==> config.mk <==
export PLATFORM = sky130hd
export DESIGN_NAME = tcd1290d_timing_gen
export DESIGN_NICKNAME = d
export VERILOG_FILES = /design/src/rtl/tcd1290d_timing_gen.sv
export SDC_FILE = /design/constraint.sdc
export NUM_CORES = 1
export LEC_CHECK = 0
export ABC_AREA = 0
export CAP_MARGIN = 20
export CORE_AREA = 4 4 74 110
export DETAILED_ROUTE_END_ITERATION = 12
export DIE_AREA = 0 0 78 114
export PLACE_DENSITY = 0.68
export SYNTH_ARGS = -nofsm -noshare
export SYNTH_HDL_FRONTEND = slang
export SYNTH_SLANG_ARGS = --single-unit
export TNS_END_PERCENT = 100
==> constraint.sdc <==
create_clock -name sys_clk -period 7.7 [get_ports sys_clk]
set_clock_uncertainty 0.1 [all_clocks]
set_input_delay 1.54 -clock sys_clk [delete_from_list [all_inputs] [get_ports sys_clk]]
set_output_delay 1.54 -clock sys_clk [all_outputs]
set_load 0.01 [all_outputs]
==> src/rtl/tcd1290d_timing_gen.sv <==
// -----------------------------------------------------------------------------
// tcd1290d_timing_gen
//   CCD drive timing for the TCD1290D linear sensor. Produces the SH transfer
//   gate, complementary F1/F2 shift clocks, the RS output-reset pulse and the
//   CP clamp pulse. The downstream ADC driver waits for SH to fall and then
//   counts F2 rising edges, so F2 edge placement is exact and gap-free.
//
// Ports
//   sys_clk    in   1   system clock
//   rst        in   1   asynchronous active-high reset
//   enable     in   1   1 = run lines back to back, 0 = stop after current line
//   int_ext    in  16   extra integration (pixel periods), latched at SH rise
//   sh         out  1   transfer gate pulse
//   f1, f2     out  1   shift clock phases (never both high)
//   rs         out  1   output reset pulse
//   cp         out  1   clamp pulse, immediately after rs
//   line_start out  1   one-cycle pulse on the first SH-high cycle
//   busy       out  1   high whenever the sequencer is not idle
// -----------------------------------------------------------------------------
module tcd1290d_timing_gen #(
  parameter int HALF_PER  = 10,
  parameter int PIX_NUM   = 2100,
  parameter int SH_SETUP  = 50,
  parameter int SH_WIDTH  = 100,
  parameter int SH_HOLD   = 50,
  parameter int RS_OFFSET = 2,
  parameter int RS_WIDTH  = 3,
  parameter int CP_WIDTH  = 3
) (
  input  logic        sys_clk,
  input  logic        rst,
  input  logic        enable,
  input  logic [15:0] int_ext,
  output logic        sh,
  output logic        f1,
  output logic        f2,
  output logic        rs,
  output logic        cp,
  output logic        line_start,
  output logic        busy
);

  localparam int P       = 2 * HALF_PER;
  localparam int PH_W    = $clog2(P);
  localparam int CNT_MAX = (SH_SETUP > SH_WIDTH) ?
                           ((SH_SETUP > SH_HOLD) ? SH_SETUP : SH_HOLD) :
                           ((SH_WIDTH > SH_HOLD) ? SH_WIDTH : SH_HOLD);
  localparam int CNT_W   = (CNT_MAX > 1) ? $clog2(CNT_MAX) : 1;

  localparam logic [CNT_W-1:0] SETUP_LAST = CNT_W'(SH_SETUP - 1);
  localparam logic [CNT_W-1:0] SHW_LAST   = CNT_W'(SH_WIDTH - 1);
  localparam logic [CNT_W-1:0] HOLD_LAST  = CNT_W'(SH_HOLD - 1);
  localparam logic [PH_W-1:0]  PH_LAST    = PH_W'(P - 1);
  localparam logic [PH_W-1:0]  HALF_PH    = PH_W'(HALF_PER);
  localparam logic [PH_W-1:0]  RS_BEG     = PH_W'(RS_OFFSET);
  localparam logic [PH_W-1:0]  RS_END     = PH_W'(RS_OFFSET + RS_WIDTH);
  localparam logic [PH_W-1:0]  CP_END     = PH_W'(RS_OFFSET + RS_WIDTH + CP_WIDTH);
  localparam logic [16:0]      PIX_LAST   = 17'(PIX_NUM - 1);

  typedef enum logic [2:0] {
    S_IDLE,
    S_SETUP,
    S_SHPULSE,
    S_HOLD,
    S_READOUT,
    S_INTEG
  } state_t;

  state_t            r_state, w_state_next;
  logic [CNT_W-1:0]  r_cnt,   w_cnt_next;
  logic [PH_W-1:0]   r_ph,    w_ph_next;
  logic [16:0]       r_pix,   w_pix_next;
  logic [15:0]       r_int_lat, w_int_next;

  logic r_sh, r_f1, r_f2, r_rs, r_cp, r_ls, r_busy;
  logic w_sh_next, w_f1_next, w_f2_next, w_rs_next, w_cp_next, w_ls_next, w_busy_next;
  logic w_scan;

  // The pixel counter runs straight through READOUT into INTEG, so the last
  // pixel of INTEG is PIX_NUM + int_ext - 1.
  logic [16:0] w_integ_last;
  logic        w_line_done;

  assign w_integ_last = PIX_LAST + {1'b0, r_int_lat};
  assign w_line_done  = (r_state == S_READOUT) ?
                        ((r_pix == PIX_LAST) && (r_int_lat == 16'd0)) :
                        (r_pix == w_integ_last);

  // Next-state and counter logic
  always_comb begin
    w_state_next = r_state;
    w_cnt_next   = r_cnt;
    w_ph_next    = r_ph;
    w_pix_next   = r_pix;
    w_int_next   = r_int_lat;
    case (r_state)
      S_IDLE: begin
        if (enable) begin
          w_state_next = S_SETUP;
          w_cnt_next   = '0;
        end
      end
      S_SETUP: begin
        if (r_cnt == SETUP_LAST) begin
          w_state_next = S_SHPULSE;
          w_cnt_next   = '0;
        end else begin
          w_cnt_next = r_cnt + CNT_W'(1);
        end
      end
      S_SHPULSE: begin
        // Integration extension is frozen on the first SH-high cycle so that
        // mid-line writes only affect the following line.
        if (r_cnt == '0) begin
          w_int_next = int_ext;
        end
        if (r_cnt == SHW_LAST) begin
          w_state_next = S_HOLD;
          w_cnt_next   = '0;
        end else begin
          w_cnt_next = r_cnt + CNT_W'(1);
        end
      end
      S_HOLD: begin
        if (r_cnt == HOLD_LAST) begin
          w_state_next = S_READOUT;
          w_cnt_next   = '0;
          w_ph_next    = '0;
          w_pix_next   = '0;
        end else begin
          w_cnt_next = r_cnt + CNT_W'(1);
        end
      end
      S_READOUT, S_INTEG: begin
        if (r_ph == PH_LAST) begin
          w_ph_next = '0;
          if (w_line_done) begin
            // Line boundary: enable is only looked at here, never mid-line.
            w_pix_next   = '0;
            w_cnt_next   = '0;
            w_state_next = enable ? S_SETUP : S_IDLE;
          end else begin
            w_pix_next = r_pix + 17'd1;
            if ((r_state == S_READOUT) && (r_pix == PIX_LAST)) begin
              w_state_next = S_INTEG;
            end
          end
        end else begin
          w_ph_next = r_ph + PH_W'(1);
        end
      end
      default: begin
        w_state_next = S_IDLE;
        w_cnt_next   = '0;
        w_ph_next    = '0;
        w_pix_next   = '0;
      end
    endcase
  end

  // Outputs are decoded from the next state/phase and registered, so each
  // output register reflects the state register in the same cycle.
  always_comb begin
    w_scan      = (w_state_next == S_READOUT) || (w_state_next == S_INTEG);
    w_sh_next   = (w_state_next == S_SHPULSE);
    w_f2_next   = w_scan && (w_ph_next < HALF_PH);
    w_f1_next   = (w_state_next != S_IDLE) && !w_f2_next;
    w_rs_next   = w_scan && (w_ph_next >= RS_BEG) && (w_ph_next < RS_END);
    w_cp_next   = w_scan && (w_ph_next >= RS_END) && (w_ph_next < CP_END);
    w_ls_next   = (w_state_next == S_SHPULSE) && (r_state != S_SHPULSE);
    w_busy_next = (w_state_next != S_IDLE);
  end

  always_ff @(posedge sys_clk or posedge rst) begin
    if (rst) begin
      r_state   <= S_IDLE;
      r_cnt     <= '0;
      r_ph      <= '0;
      r_pix     <= '0;
      r_int_lat <= '0;
      r_sh      <= 1'b0;
      r_f1      <= 1'b0;
      r_f2      <= 1'b0;
      r_rs      <= 1'b0;
      r_cp      <= 1'b0;
      r_ls      <= 1'b0;
      r_busy    <= 1'b0;
    end else begin
      r_state   <= w_state_next;
      r_cnt     <= w_cnt_next;
      r_ph      <= w_ph_next;
      r_pix     <= w_pix_next;
      r_int_lat <= w_int_next;
      r_sh      <= w_sh_next;
      r_f1      <= w_f1_next;
      r_f2      <= w_f2_next;
      r_rs      <= w_rs_next;
      r_cp      <= w_cp_next;
      r_ls      <= w_ls_next;
      r_busy    <= w_busy_next;
    end
  end

  assign sh         = r_sh;
  assign f1         = r_f1;
  assign f2         = r_f2;
  assign rs         = r_rs;
  assign cp         = r_cp;
  assign line_start = r_ls;
  assign busy       = r_busy;

endmodule
==> flow_summary.yaml, run 1 <==
status:
  status: "finished clean"
clock_network:
  root_buffer: "clkbuf_8"
  clk_transition_reported_paths_ns: 0.10
  htreeDepth: 2
  cts_made_buffers: 5
  cts.sinks: 55
  cts_resized: 0
  post-cts-setup-buffers: 0
  hold_buffers: 0
  clock_latency_ns: 0.31
  ctsLongestPathBuffers: 2
  cts_tree: "built"
synthesis:
  syn_nets: 407
  avgSynthCellArea_um2: 9.22
  ys_seq_elements: 55
  synth_common_cells: "dfrtp_1 (55), nor2_1 (32), nand2_1 (28)"
  synth_cell_types: 68
  async_flop_share: 1.00
  synth.most_common_cell: "dfrtp_1"
  synth_warnings: 0
  synthCells: 382
  yosysTopAreaCell: "dfrtp_1"
  synth_top_area_frac: 0.391
  ys_seq_area_frac: 0.391
  synth-main-ff-cell: "dfrtp_1"
  netlist_area_um2: 3520
  synth_edf_count: 0
  synthTopCellsByArea: "dfrtp_1 (39%), mux2_2 (5.8%), xnor2_1 (3.5%), xor2_1 (3.5%), nor2_1 (3.4%)"
sta:
  tightest_slew_ns: 0.937
  hold_viol: 0
  setup_viol: 0
  fin_crit_sh: 0.403
  min_period_ns: 3.10
  maxSlewViolCount: 0
  rsz0062_at_grt: "false"
  fin_tns_setup_ns: 0
  max_freq_ghz: 0.323
  maxSlewHeadroom: 0.374
pwr:
  pwr-share-seq: 0.500
  switching_power_w: 0.000288
  p_per_area_nw_per_um2: 208
  power_frac_comb: 0.306
  intPower_w: 0.000526
  ir_drop_uv: 158
  power.share.clock: 0.194
  switching_share: 0.353
  p_leak_nw: 1.56
place:
  dp_hpwl_mm: 5.90
  portBuffers: 25
  gp_congestion: 1.07
  placed_area_um2: 3820
critical_path:
  cp_slowest_cell: "nor2_1"
  cp_common_cell: "nor2_1"
  cp.required_ns: 7.77
  cp_max_fo: 11
  worstReg2RegStart: "r_int_lat[0]$_DFFE_PP0P_"
  critPathLaunch: "r_int_lat[0]$_DFFE_PP0P_"
  cpLargestDelayFamily: "compound AO/OA/AOI/OAI gates"
  arrival_ns: 3.17
  cp_num_buf_inv: 1
  path_cells: "inv_1, ha_1, nand3b_1, a211oi_1, o211ai_1, a32oi_1, o211a_2, a211oi_4, nor2_1, nor2_1"
  cp-start-kind: "flip-flop"
  cpPeakStageDelay_ns: 0.57
  path_class: "flip-flop to flip-flop"
  cp-end-kind: "flip-flop"
die:
  die_x_um: 78
  die_h_um: 114
  core.rowCount: 38
  core-area_um2: 7180
  ioPinCount: 26
  die-area_um2: 8890
  start_util: 0.491
grt:
  grt_use_total: 0.187
  grt_max_degree: 56
  grt_pass1_vias: 2933
  antenna_found_initial: 0
  grt_pass1_wl_mm: 13.5
  grt_overflow: 0
detailed_routing:
  wl_per_cell_um: 16.0
  dr.pass1.iters: 4
  vias_per_cell: 5.87
  drt_iter0_drc: 120
  vias: 2912
  ant_nets: 0
  drc: 0
  wl_mm: 7.95
finish:
  fin_area_um2: 3910
  antenna_cells: 0
  drive_gt1_frac: 0.111
  area_growth_pct: 11.0
  fin_nets: 420
min_path:
  hp-start: "r_pix[1]$_DFFE_PP0P_"
  hp-class: "flip-flop to flip-flop"
run:
  maxCapViolations: 0
through the flow:
step / utilization / instances / worst slack [ns] / hold WS, ns / power, W
detailed placement: 0.532 / 488 / 4.60 / 0.467 / 0.000660
global route: 0.545 / 496 / 4.34 / 0.541 / 0.000876
CTS: 0.545 / 496 / 4.60 / 0.485 / 0.000825
finish: 0.545 / 496 / 4.60 / 0.483 / 0.000814
floorplan: - / 382 / 4.72 / 0.416 / 0.000581
global placement: 0.532 / 488 / 4.62 / 0.453 / 0.000655
cell families after synthesis:
logic type | synth area share
buf+inv | 0.0430
simple gates | 0.239
mux | 0.0661
compound gates | 0.166
flops | 0.391
fa+ha+maj | 0.0213
xor+xnor | 0.0742
registers in the layout, summed over array words and instances, names as in the netlist:
register / flops
r_int_lat: 16
r_state: 3
r_pix: 17
rs: 1
r_cnt: 7
f1: 1
f2: 1
busy: 1
r_ph: 5
sh: 1
line_start: 1
cp: 1
power by group through the flow:
| stage | sequential [W] | clock, W | combinational, W |
|---|---|---|---|
| 2_1_floorplan | 0.000393 | 0 | 0.000188 |
| 3_3_place_gp | 0.000410 | 0 | 0.000245 |
| 3_5_place_dp | 0.000412 | 0 | 0.000249 |
| 4_1_cts | 0.000406 | 0.000169 | 0.000251 |
| 5_1_grt | 0.000417 | 0.000177 | 0.000283 |
| 6_report | 0.000407 | 0.000158 | 0.000249 |
layout by cell type (no fill, tap or decap), drive strengths merged, types with 5 or more instances in the layout:
cell	instances
nor4	12
a211oi	6
clkbuf	5
nor2	33
inv	18
mux2	18
clkdlybuf4s50	25
or3	5
a21oi	11
nor3	14
nand3	17
nor2b	5
nand4	5
dfrtp	55
o21ai	17
ha	6
nand2	28
and3	6
xnor2	14
and2	5
xor2	15
layer usage:
metal | routed length, um | up-vias | global-route usage
met5 | 0 | - | 0
met2 | 4400 | 49 | 0.364
met4 | 114 | 0 | 0.0572
met3 | 185 | 9 | 0.0245
met1 | 3250 | 1437 | 0.209
li1 | - | 1417 | -
cell type report:
| cell class | count | area [um^2] |
|---|---|---|
| clock buffers | 5 | 68.8 |
| clock inverters | 3 | 20.0 |
| fillers | 679 | 3270 |
| inverters | 18 | 67.6 |
| multi-input cells | 289 | 2000 |
| flip-flops and latches | 55 | 1380 |
| well taps | 100 | 125 |
| repair buffers | 26 | 258 |
worst paths after layout:
| kind | to | slack [ns] | cells after the start |
|---|---|---|---|
| worst min register to register | r_pix[1]$_DFFE_PP0P_ | 0.48 | 2 |
| worst max-delay path | r_pix[9]$_DFFE_PP0P_ | 4.60 | 10 |
| worst min-delay path | r_pix[1]$_DFFE_PP0P_ | 0.48 | 2 |
| min in group asynchronous | r_int_lat[15]$_DFFE_PP0P_ | 1.64 | 3 |
| worst max register to register | r_pix[9]$_DFFE_PP0P_ | 4.60 | 10 |
| max in group asynchronous | r_int_lat[5]$_DFFE_PP0P_ | 5.39 | 3 |
worst min-delay path, cell delays in order (launching register included):
cell and delay (ns):
dfrtp_1 0.43, nand2_1 0.06, o21ai_0 0.07
Note: power is estimated with default switching activity, not from simulation.
==> run 2, diff against run 1 <==
==> constraint.sdc (replaced) <==
create_clock -name sys_clk -period 2.95 [get_ports sys_clk]
set_clock_uncertainty 0.1 [all_clocks]
set_input_delay 0.59 -clock sys_clk [delete_from_list [all_inputs] [get_ports sys_clk]]
set_output_delay 0.59 -clock sys_clk [all_outputs]
set_load 0.01 [all_outputs]
==> run 2 against run 1 <==
Sequential share of layout area decreased by 1.9 points; first-iteration DRC count increased by 9.2%; combinational power increased to 2.8 times the previous value; critical path depth rose by 2; register-to-register slack got worse by 4.5 ns; sequential cell count is the same; final cell count grew 5.6%; design area grew 5.9%; count of clock-buffer cells in the layout is 1 higher; setup slack got worse by 4.5 ns; highest routed layer unchanged; die area is the same; non-clock buffer count grew 30.
==> flow_summary.yaml, run 2 (synthesized netlist as in run 1, its figures left out) <==
detailed_routing:
  vias_per_cell: 5.68
  drc: 0
  ant_nets: 0
  drt_iter0_drc: 131
  vias: 2974
  wl_per_cell_um: 16.5
  dr.pass1.iters: 4
  wl_mm: 8.62
grt:
  grtUsageMet1: 0.226
  grt_overflow: 0
  met2_usage: 0.386
  grt_pass1_wl_mm: 14.7
  grt_use_total: 0.206
  grt_max_degree: 24
  antenna_found_initial: 0
  grt_pass1_vias: 3098
  grt_util_met3: 0.0332
  top_usage_layer: "met2"
finish:
  num-fill-cells: 656
  antenna_cells: 0
  top_register: "r_pix"
  area_growth_pct: 17.5
  final_common_cell: "dfrtp_1"
  largestRegisters: "r_pix x17, r_int_lat x16, r_cnt x7"
  drive_gt1_frac: 0.177
  regArea_um2: 1380
  multiInputGateArea_um2: 2020
  fin_nets: 450
  most-common-layout-cells: "dfrtp_1 (55), nor2_1 (32), buf_4 (31), nand2_1 (28), clkdlybuf4s50_1 (25)"
  largest_reg_flops: 17
sta:
  max_freq_ghz: 0.357
  tightest_slew_ns: 0.634
  min_period_ns: 2.80
  maxSlewViolCount: 0
  setup_viol: 0
  fin_tns_setup_ns: 0
  maxSlewHeadroom: 0.573
  hold_viol: 0
  fin_crit_sh: 0.950
pwr:
  power.total_w: 0.00214
  ir_drop_uv: 469
  p_per_area_nw_per_um2: 516
  p_leak_nw: 1.71
clock_network:
  cts_made_buffers: 5
  clk_transition_reported_paths_ns: 0.09
  root_buffer: "clkbuf_8"
  ctsLongestPathBuffers: 2
  clock_latency_ns: 0.31
  htreeDepth: 2
  cts_tree: "built"
  hold_buffers: 0
  cts.sinks: 55
critical_path:
  critPathLaunch: "r_int_lat[0]$_DFFE_PP0P_"
  worstReg2RegStart: "r_int_lat[0]$_DFFE_PP0P_"
  cp-end-kind: "flip-flop"
  path_class: "flip-flop to flip-flop"
  cp-start-kind: "flip-flop"
  cp_max_fo: 6
  regToRegSetupSlack_ns: 0.15
  cp.required_ns: 3.06
  arrival_ns: 2.91
  reg2reg_depth: 12
min_path:
  worstHoldPathCells: 1
  hp-start: "r_ph[0]$_DFF_PP0_"
  hp-class: "flip-flop to flip-flop"
place:
  portBuffers: 25
  dp_hpwl_mm: 6.64
  gp_congestion: 0.974
status:
  status: "finished clean"
die:
  ioPinCount: 26
  die_x_um: 78
  start_util: 0.491
  die_h_um: 114
  core.rowCount: 38
  die-area_um2: 8890
  core-area_um2: 7180
run:
  maxCapViolations: 0
[run 2: cell count changes in the layout (fill, tap and decap cells not counted), moves of 2 or more]
cell        change
a211oi_2        +2
a211oi_1        -2
buf_4          +30
clkinvlp_4      -2
[run 2: path summary, 6_finish.rpt]
| path | end |
|---|---|
| max | f1$_DFF_PP0_ |
| min | r_ph[0]$_DFF_PP0_ |
| max reg2reg | f1$_DFF_PP0_ |
| min reg2reg | r_ph[0]$_DFF_PP0_ |
| max in group asynchronous | f2$_DFF_PP0_ |
| min in group asynchronous | r_int_lat[12]$_DFFE_PP0P_ |
[run 2: critical path, stage by stage, from the launching register on]
cell	delay, ns
dfrtp_1	0.43
inv_1	0.08
ha_2	0.21
and3b_1	0.22
o21ai_1	0.14
mux2_2	0.36
a32oi_2	0.19
o211a_2	0.27
buf_4	0.12
a31o_2	0.16
a211oi_2	0.08
buf_4	0.15
nor4_2	0.20
[run 2: layer usage]
| metal | vias up | share of wire |
|---|---|---|
| met5 | - | 0 |
| met1 | 1422 | 0.39 |
| li1 | 1481 | - |
| met2 | 48 | 0.56 |
| met4 | 0 | 0.035 |
| met3 | 23 | 0.021 |
[run 2: final cells by class]
class	count	share of cell area
inverter	18	0.0163
clock buffer	6	0.0175
multi-input combinational	289	0.487
timing repair buffer	56	0.117
tap	100	0.0302
sequential	55	0.332
[run 2: timing repair]
item	CTS	global route
resized for setup	0	5
endpoints found under the setup margin	0	19
buffers inserted	0	1
hold endpoints to repair	0	0
[run 2: through the flow]
step	setup WS (ns)	instance area (um^2)	hold WS, ns	cells	utilization
2_1_floorplan	0.305	3520	0.416	382	-
3_3_place_gp	0.171	4040	0.448	517	0.563
3_5_place_dp	0.108	4040	0.465	517	0.563
4_1_cts	0.0796	4110	0.486	523	0.573
5_1_grt	-0.0144	4140	0.531	524	0.577
6_report	0.148	4140	0.481	524	0.577
[run 2: report_power, final]
group / total (W) / internal, W / switching, W
Sequential: 0.00104 / 0.000891 / 0.000145
Combinational: 0.000709 / 0.000345 / 0.000364
Clock: 0.000392 / 0.000159 / 0.000233
==> run 3, diff against run 2 <==
--- a/config.mk
+++ b/config.mk
@@ -8,6 +8,7 @@
 export ABC_AREA = 0
 export CAP_MARGIN = 20
 export CORE_AREA = 4 4 74 110
+export CTS_BUF_LIST = sky130_fd_sc_hd__clkbuf_4 sky130_fd_sc_hd__clkbuf_8 sky130_fd_sc_hd__clkbuf_16
 export DETAILED_ROUTE_END_ITERATION = 12
 export DIE_AREA = 0 0 78 114
 export PLACE_DENSITY = 0.68
==> constraint.sdc (replaced) <==
create_clock -name sys_clk -period 2.75 [get_ports sys_clk]
set_clock_uncertainty 0.1 [all_clocks]
set_input_delay 0.55 -clock sys_clk [delete_from_list [all_inputs] [get_ports sys_clk]]
set_output_delay 0.55 -clock sys_clk [all_outputs]
set_load 0.01 [all_outputs]
==> run 3 against run 2 <==
Count of clock-buffer cells in the layout is 1 lower; critical path type unchanged; setup slack better by 0.0044 ns; largest power group unchanged; global-route usage is 0.21 points higher; combinational power is 24% higher; final cell count is 1.5% higher; fmax is 7.9% higher; sequential share of layout area is 0.97 points lower; sequential power is 7% higher; worst hold slack worse by 0.038 ns; core utilization is 1.7 points higher; design area is 3.0% higher; clock power is 12% higher.
==> flow_summary.yaml, run 3 (synthesized netlist as in run 1, its figures left out) <==
finish:
  area_growth_pct: 21.0
  most-common-layout-cells: "dfrtp_1 (55), buf_4 (37), nor2_1 (32), nand2_1 (28), clkdlybuf4s50_1 (25)"
  antenna_cells: 0
  largest_reg_flops: 17
  instances_no_fill: 532
  fin_nets: 456
  drive_gt1_frac: 0.211
  largestRegisters: "r_pix x17, r_int_lat x16, r_cnt x7"
  multiInputGateArea_um2: 2080
  num-fill-cells: 644
  top_register: "r_pix"
  fin_area_um2: 4260
  final_common_cell: "dfrtp_1"
  regArea_um2: 1380
detailed_routing:
  drt_iter0_drc: 148
  drc: 0
  wl_mm: 8.67
  wl_per_cell_um: 16.3
  dr.pass1.iters: 4
  vias: 3039
  ant_nets: 0
  vias_per_cell: 5.71
status:
  status: "finished clean"
grt:
  grt_max_degree: 23
  antenna_found_initial: 0
  grt_overflow: 0
  grt_use_total: 0.208
  grt_pass1_vias: 3111
  grt_pass1_wl_mm: 14.6
die:
  start_util: 0.491
  core.rowCount: 38
  die_x_um: 78
  core-area_um2: 7180
  die-area_um2: 8890
  ioPinCount: 26
  die_h_um: 114
place:
  dp_hpwl_mm: 6.73
  post-place-cells: 524
  portBuffers: 25
  gp_congestion: 0.931
  placed_area_um2: 4090
clock_network:
  clk_transition_reported_paths_ns: 0.09
  cts_tree: "built"
  clock_latency_ns: 0.32
  cts.sinks: 55
  cts_made_buffers: 5
  htreeDepth: 2
  hold_buffers: 0
  ctsLongestPathBuffers: 2
  post-cts-setup-buffers: 0
  root_buffer: "clkbuf_8"
sta:
  maxSlewViolCount: 0
  max_freq_ghz: 0.385
  min_period_ns: 2.60
  tightest_slew_ns: 0.827
  fin_crit_sh: 0.945
  setup_viol: 0
  fin_tns_setup_ns: 0
  hold_viol: 0
  maxSlewHeadroom: 0.444
pwr:
  ir_drop_uv: 567
  p_per_area_nw_per_um2: 570
  p_leak_nw: 1.75
critical_path:
  critPathLaunch: "r_int_lat[1]$_DFFE_PP0P_"
  path_cells: "inv_2, ha_4, and3b_1, or3_1, a31oi_1, nor4_1, o211a_2, a211oi_4, buf_4, nor3_2, buf_4, nor4_4"
  worstReg2RegStart: "r_int_lat[1]$_DFFE_PP0P_"
  cp_slowest_cell: "dfrtp_1"
  cp_max_fo: 6
  path_class: "flip-flop to flip-flop"
  cp_common_cell: "buf_4"
  cp-endpoint: "cp$_DFF_PP0_"
  cp-start-kind: "flip-flop"
  cpPeakStageDelay_ns: 0.39
  rr_endpoint: "cp$_DFF_PP0_"
  reg2reg_depth: 12
  cp.required_ns: 2.87
  regToRegSetupSlack_ns: 0.15
  cp-end-kind: "flip-flop"
  arrival_ns: 2.72
run:
  maxCapViolations: 0
min_path:
  hp-class: "primary input to asynchronous set/reset pin"
-- run 3: per-stage QoR --
| stage | utilization | total power (W) | hold WS [ns] | setup slack (ns) |
|---|---|---|---|---|
| global route | 0.594 | 0.00260 | 0.479 | -0.00849 |
| global placement | 0.570 | 0.00189 | 0.444 | 0.0333 |
| floorplan | - | 0.00163 | 0.416 | 0.105 |
| CTS | 0.582 | 0.00236 | 0.449 | 0.00594 |
| detailed placement | 0.570 | 0.00191 | 0.446 | -0.00696 |
| finish | 0.594 | 0.00243 | 0.443 | 0.152 |
-- run 3: final cells by class --
type,count,share of cell area
clock inverter,3,0.00352
multi-input combinational,289,0.489
sequential,55,0.323
clock buffer,5,0.0161
tap,100,0.0293
timing repair buffer,62,0.124
inverter,18,0.0158
-- run 3: repair_timing --
action / in CTS / in global routing
endpoints found under the setup margin: 1 / 22
resized for setup: 0 / 16
pin swaps: 1 / 8
-- run 3: metal layers --
layer  routed length (um)  up-vias  track usage
met5                    0        -            0
met4                  314        0        0.100
met1                 3280     1485        0.222
li1                     -     1487            -
met2                 4880       46        0.394
met3                  203       21       0.0316
-- run 3: report_power, final --
| part | internal, W | leakage, nW | switching [W] |
|---|---|---|---|
| combinational | 0.000431 | 1.02 | 0.000445 |
| sequential | 0.000955 | 0.688 | 0.000158 |
| clock | 0.000175 | 0.0477 | 0.000265 |
-- run 3: worst max-delay path, delay by kind of cell (launching register included) --
kind,cells,cell delay (ns)
compound gates,3,0.66
fa+ha+maj,1,0.15
buf+inv,3,0.41
flops,1,0.39
simple gates,5,0.78
-- run 3: worst min path at each step --
stage | slack (ns) | cells after the start | end
global route | 0.48 | 2 | r_pix[12]$_DFFE_PP0P_
finish | 0.44 | 2 | r_pix[12]$_DFFE_PP0P_
CTS | 0.45 | 2 | r_pix[11]$_DFFE_PP0P_
floorplan | 0.42 | 2 | r_pix[1]$_DFFE_PP0P_
detailed placement | 0.45 | 2 | r_pix[1]$_DFFE_PP0P_
global placement | 0.44 | 2 | r_pix[1]$_DFFE_PP0P_
